`config.mk`:
```
export PLATFORM = sky130hd
export DESIGN_NAME = dsp_seq
export DESIGN_NICKNAME = d
export VERILOG_FILES = /design/src/rtl/dsp_seq_pkg.sv /design/src/rtl/dsp_seq.sv
export SDC_FILE = /design/constraint.sdc
export NUM_CORES = 1
export LEC_CHECK = 0
export ABC_AREA = 1
export CORE_MARGIN = 2
export CORE_UTILIZATION = 30
export CTS_CLUSTER_SIZE = 14
export DETAILED_ROUTE_END_ITERATION = 16
export PLACE_DENSITY_LB_ADDON = 0.2
export SYNTH_ARGS = -nofsm -noshare
export SYNTH_HDL_FRONTEND = slang
export SYNTH_SLANG_ARGS = --single-unit
```
`constraint.sdc`:
```
create_clock -name clk -period 2.6 [get_ports clk]
set_input_delay 0.26 -clock clk [delete_from_list [all_inputs] [get_ports clk]]
set_output_delay 0.26 -clock clk [all_outputs]
set_load 0.05 [all_outputs]
```
`src/rtl/dsp_seq_pkg.sv`:
```
// Shared field layout and state encoding for the DSP slice test sequencer.
// Command and result bit positions match the control block's dout/din words.
package dsp_seq_pkg;

  typedef enum logic [2:0] {
    S_IDLE,
    S_RST,
    S_DRIVE,
    S_WAIT,
    S_CAPT,
    S_DONE
  } state_e;

  localparam int A_LSB       = 0;
  localparam int B_LSB       = 18;
  localparam int LAT_LSB     = 36;
  localparam int LAT_W       = 4;
  localparam int ITER_LSB    = 40;
  localparam int ITER_W      = 8;
  localparam int ACC_CLR_BIT = 48;
  localparam int DUT_RST_BIT = 49;

  localparam int RES_P_LSB   = 0;
  localparam int RES_CNT_LSB = 48;
  localparam int RES_CNT_W   = 8;
  localparam int RES_OVR_BIT = 63;

  localparam int DUT_RST_CYCLES = 2;

endpackage

```
`src/rtl/dsp_seq.sv`:
```
// Latches a command, drives the DSP for ITER+1 iterations of LAT-cycle latency, returns P + status.
// Latency: first dut_ce 1 cycle after strobe (3 with DUT_RST); no backpressure, strobes while busy are dropped and flagged.
module dsp_seq
  import dsp_seq_pkg::*;
#(
  parameter int A_WIDTH   = 18,
  parameter int B_WIDTH   = 18,
  parameter int P_WIDTH   = 48,
  parameter int CMD_WIDTH = 64,
  parameter int RES_WIDTH = 64
) (
  input  logic                 clk,
  input  logic                 reset,
  input  logic                 strobe,
  input  logic [CMD_WIDTH-1:0] cmd,
  output logic [RES_WIDTH-1:0] result,
  output logic                 busy,
  output logic                 done,
  output logic [A_WIDTH-1:0]   dut_a,
  output logic [B_WIDTH-1:0]   dut_b,
  output logic                 dut_ce,
  output logic                 dut_rst,
  output logic                 dut_load,
  input  logic [P_WIDTH-1:0]   dut_p
);

  localparam logic [1:0] RST_LAST = 2'(DUT_RST_CYCLES - 1);

  state_e                 state_q;
  logic [A_WIDTH-1:0]     a_q;
  logic [B_WIDTH-1:0]     b_q;
  logic [LAT_W-1:0]       lat_q;
  logic [LAT_W-1:0]       lat_cnt_q;
  logic [ITER_W-1:0]      iter_q;
  logic                   clr_q;
  logic                   first_q;
  logic [1:0]             rst_cnt_q;
  logic [P_WIDTH-1:0]     p_q;
  logic [RES_CNT_W-1:0]   res_cnt_q;
  logic                   ovr_q;
  logic [A_WIDTH-1:0]     dut_a_q;
  logic [B_WIDTH-1:0]     dut_b_q;
  logic                   dut_ce_q;
  logic                   dut_rst_q;
  logic                   dut_load_q;
  logic                   done_q;

  logic unused_cmd_bits;
  assign unused_cmd_bits = ^cmd[CMD_WIDTH-1:DUT_RST_BIT+1];

  always_ff @(posedge clk or negedge reset) begin
    if (!reset) begin
      state_q    <= S_IDLE;
      a_q        <= '0;
      b_q        <= '0;
      lat_q      <= '0;
      lat_cnt_q  <= '0;
      iter_q     <= '0;
      clr_q      <= 1'b0;
      first_q    <= 1'b0;
      rst_cnt_q  <= '0;
      p_q        <= '0;
      res_cnt_q  <= '0;
      ovr_q      <= 1'b0;
      dut_a_q    <= '0;
      dut_b_q    <= '0;
      dut_ce_q   <= 1'b0;
      dut_rst_q  <= 1'b0;
      dut_load_q <= 1'b0;
      done_q     <= 1'b0;
    end else begin
      done_q <= 1'b0;
      unique case (state_q)
        S_IDLE: begin
          if (strobe) begin
            a_q     <= cmd[A_LSB +: A_WIDTH];
            b_q     <= cmd[B_LSB +: B_WIDTH];
            lat_q   <= cmd[LAT_LSB +: LAT_W];
            iter_q  <= cmd[ITER_LSB +: ITER_W];
            clr_q   <= cmd[ACC_CLR_BIT];
            first_q <= 1'b1;
            ovr_q   <= 1'b0;
            if (cmd[DUT_RST_BIT]) begin
              state_q   <= S_RST;
              dut_rst_q <= 1'b1;
              rst_cnt_q <= '0;
            end else begin
              state_q    <= S_DRIVE;
              dut_a_q    <= cmd[A_LSB +: A_WIDTH];
              dut_b_q    <= cmd[B_LSB +: B_WIDTH];
              dut_ce_q   <= 1'b1;
              dut_load_q <= cmd[ACC_CLR_BIT];
            end
          end
        end
        S_RST: begin
          if (rst_cnt_q == RST_LAST) begin
            state_q    <= S_DRIVE;
            dut_rst_q  <= 1'b0;
            dut_a_q    <= a_q;
            dut_b_q    <= b_q;
            dut_ce_q   <= 1'b1;
            dut_load_q <= clr_q;
          end else begin
            rst_cnt_q <= rst_cnt_q + 2'd1;
          end
        end
        S_DRIVE: begin
          dut_load_q <= 1'b0;
          if (lat_q != '0) begin
            state_q   <= S_WAIT;
            lat_cnt_q <= lat_q;
          end else begin
            state_q  <= S_CAPT;
            dut_ce_q <= 1'b0;
          end
        end
        S_WAIT: begin
          if (lat_cnt_q == LAT_W'(1)) begin
            state_q  <= S_CAPT;
            dut_ce_q <= 1'b0;
          end else begin
            lat_cnt_q <= lat_cnt_q - LAT_W'(1);
          end
        end
        S_CAPT: begin
          p_q       <= dut_p;
          // First capture restarts the count; 256 iterations wrap it back to 0.
          res_cnt_q <= first_q ? RES_CNT_W'(1) : res_cnt_q + RES_CNT_W'(1);
          first_q   <= 1'b0;
          if (iter_q != '0) begin
            iter_q     <= iter_q - ITER_W'(1);
            state_q    <= S_DRIVE;
            dut_a_q    <= a_q;
            dut_b_q    <= b_q;
            dut_ce_q   <= 1'b1;
            dut_load_q <= 1'b0;
          end else begin
            state_q <= S_DONE;
            done_q  <= 1'b1;
          end
        end
        S_DONE: begin
          state_q <= S_IDLE;
        end
        default: begin
          state_q <= S_IDLE;
        end
      endcase
      if (strobe && (state_q != S_IDLE)) begin
        ovr_q <= 1'b1;
      end
    end
  end

  always_comb begin
    result = '0;
    result[RES_P_LSB +: P_WIDTH]     = p_q;
    result[RES_CNT_LSB +: RES_CNT_W] = res_cnt_q;
    result[RES_OVR_BIT]              = ovr_q;
  end

  assign busy     = (state_q != S_IDLE);
  assign done     = done_q;
  assign dut_a    = dut_a_q;
  assign dut_b    = dut_b_q;
  assign dut_ce   = dut_ce_q;
  assign dut_rst  = dut_rst_q;
  assign dut_load = dut_load_q;

endmodule

```
==> impl_metrics.ini <==
[status]
status = completed

[worst_setup_path]
crit_path_max_incr_delay_ns = 0.82
worstPathRequired_ns = 2.34
r2r_slack_ns = 0.39
worstPathCellList = inv_2 -> nand2_2 -> clkdlybuf4s50_1
critical_path.endpoint_type = output port
worstSetupStartpoint = state_q[2]
number_of_cells_on_the_worst_reg_to_reg_path = 6
worst_ep_arrival_time_ns = 1.95
r2r_end = dut_a[10]
crit-reg2reg-launch = state_q[0]
crit_path_end = busy
cell_type_of_the_slowest_stage_on_the_worst_timing_path = sky130_fd_sc_hd__clkdlybuf4s50_1
crit_path_start_kind = flop
worst-path-max-fanout = 6
timing.setup.critical_path_class = flop to output port

[route]
avgViaCountPerCell = 4.46
count_of_antenna_violating_nets_left_after_detailed_routing = 0
postRouteWirelength_um = 20300
drtPass1Iterations = 4
wire_per_inst_um = 14.1
detail_route.drc_violations = 0
vias = 6433
first_iter_violations = 358

[timing]
worst-slew-pin-transition_ns = 1.07
post-route-min-period_ns = 2.21
timing.final.hold_violations = 0
fin_skew_ns = 0.0107
period_share = 0.848
slew_headroom = 0.287
totalNegativeSetupSlack_ns = 0
grt_setup_unrepaired = no
finalMaxSlewViolations = 0
setup_violations = 0
fmax_mhz = 453

[yosys]
total_of_flip_flops_plus_latches_after_synthesis = 156
synth.lib_cells_used.distinct = 31
yosys_warnings = 0
postSynth.asyncResetShare = 1.00
syn_avg_cell_area_sq_um = 7.86
gate_count_of_the_mapped_netlist = 926
synth_edf_count = 0
syn_area_sq_mm = 0.00728
synth_flop_cell = sky130_fd_sc_hd__dfrtp_1
synth-seq-area-share = 0.536

[clocking]
clock_sinks = 156
worst_setup_hold_path_clk_slew_ns = 0.07
cts_buffers = 17
cts-hold-fix-buffers = 1
tritoncts_clock_tree = done
postCtsSetupBuffers = 0
h-tree-depth = 4
clock_insertion_delay_worst_skew_ns = 0.42
cts-root-to-sink-buffers = 2
cts.root.buffer_cell = sky130_fd_sc_hd__clkbuf_16
post_cts_gate_resize_count = 0

[place]
gp_congestion = 0.780
io_buffer_count = 198
placed_area_sq_mm = 0.00950
hpwlAfterDp_um = 13000
numPlacedInstances = 1410

[floorplan]
std_cell_rows = 57
area_enclosed_by_the_die_boundary_sq_mm = 0.0255
starting_utilization_of_the_core_area = 0.302
number_of_i_o_pins = 220
y_dimension_of_the_die_um = 160
coreArea_sq_mm = 0.0241
chipWidth_um = 160

[worst_hold_path]
timing.hold.worst.class = primary input to flop

[grt]
grt_start_max_net_pins = 68
antenna_found_initial = 0
wire_length_of_the_first_global_routing_pass_um = 34200
grtUsageTotal = 0.165
grt_pass1_vias = 6502
globalRoute.totalOverflow = 0

[layout]
final-instance-count-excl-fill = 1442
layout-drive-gt1-share = 0.0546
diodes = 0
num-fill-cells = 2534
finalCoreUtilization = 0.419
area.growth.synth_to_final_pct = 38.6
finish.net_count = 1227
final_area_sq_mm = 0.0101

[run]
maxCapViolCount = 0

[power]
peak_supply_drop_uv = 805
power.density_mw_per_mm2 = 1480
power_leakage_nw = 4.97
-- cell type report --
cell class              instances  area, sq um  area share
flip-flops and latches        156         3900       0.387
repair buffers                210         2110       0.209
inverters                      39          149      0.0148
multi-input cells             682         2940       0.292
clock inverters                10          116      0.0115
well taps                     324          405      0.0402
clock buffers                  21          460      0.0456
-- sequential cells by signal, indices dropped and copies added, names as in the netlist --
register   flops
iter_q         8
clr_q          1
dut_b         18
dut_rst        1
state_q        3
b_q           18
dut_ce         1
done           1
first_q        1
ovr_q          1
res_cnt_q      8
dut_load       1
lat_q          4
a_q           18
dut_a         18
rst_cnt_q      2
lat_cnt_q      4
p_q           48
-- synthesized netlist by cell type, types with 5 or more instances --
library cell / n / area (sq um)
sky130_fd_sc_hd__buf_1: 6 / 22.5
sky130_fd_sc_hd__a21oi_1: 9 / 45.0
sky130_fd_sc_hd__ha_1: 6 / 75.1
sky130_fd_sc_hd__o21ai_0: 27 / 135
sky130_fd_sc_hd__inv_1: 34 / 128
sky130_fd_sc_hd__nand2_1: 477 / 1790
sky130_fd_sc_hd__dfrtp_1: 156 / 3900
sky130_fd_sc_hd__nand3_1: 56 / 280
sky130_fd_sc_hd__nor2_1: 33 / 124
sky130_fd_sc_hd__nor3_1: 5 / 25.0
sky130_fd_sc_hd__buf_2: 23 / 115
sky130_fd_sc_hd__nand4_1: 41 / 257
sky130_fd_sc_hd__clkbuf_1: 7 / 26.3
sky130_fd_sc_hd__buf_4: 17 / 128
-- layer usage --
layer	global-route usage	vias up	share of wire	wire, um
met4	0.0410	0	0.0085	173
met2	0.263	200	0.45	9040
li1	-	3266	-	-
met3	0.0538	13	0.085	1730
met5	0	-	0	0
met1	0.219	2954	0.46	9340
-- power by group --
part	total (mW)	switching, mW	internal [mW]
combinational	8.23	5.65	2.59
clock	2.49	1.02	1.46
sequential	4.26	0.655	3.60
-- worst max-delay path: cells and delay by family (launching register included) --
| kind | cells | cell delay (ns) |
|---|---|---|
| buf+inv | 2 | 0.89 |
| simple gates | 1 | 0.13 |
| flops | 1 | 0.51 |
-- through the flow --
step	power [mW]	setup WS [ns]	hold WS (ns)
after detailed placement	12.6	0.356	0.326
after global placement	12.5	0.377	0.329
after CTS	15.2	0.339	0.348
after floorplan	10.1	0.925	-0.0356
final	15.0	0.394	0.369
after global routing	16.2	0.118	0.364
-- placed cells by master, fill, tap and decap left out, drive strengths merged, types with 2 or more instances in the layout --
cell type,count
o211ai,2
a21oi,10
o21ai,28
clkbuf,21
bufinv,2
conb,7
inv,40
nand2,482
buf,12
or2,2
nor2,38
nand3,56
dfrtp,156
clkinv,5
ha,6
nor3,5
nand4,42
clkdlybuf4s50,197
clkinvlp,2
-- how the worst min path moves through the flow --
stage / end / slack (ns) / from / cells after the start
global placement: dut_a[13] / 0.33 / reset / 1
finish: p_q[39] / 0.37 / dut_p[39] / 3
floorplan: a_q[0] / -0.04 / reset / 0
detailed placement: dut_a[13] / 0.33 / reset / 1
CTS: p_q[0] / 0.35 / dut_p[0] / 3
global route: p_q[1] / 0.36 / dut_p[1] / 3
-- logic make-up (layout without fill, tap and decap cells) --
group                    after synthesis  in the layout  synth area share
adder cells (fa/ha/maj)                6              6            0.0103
buffers and inverters                 94            280            0.0636
AND/OR/NAND/NOR                      626            626             0.356
flip-flops                           156            156             0.536
other                                  1              7          0.000515
AO/OA/AOI/OAI                         43             43            0.0332
Power figures use the tool's default switching activity.
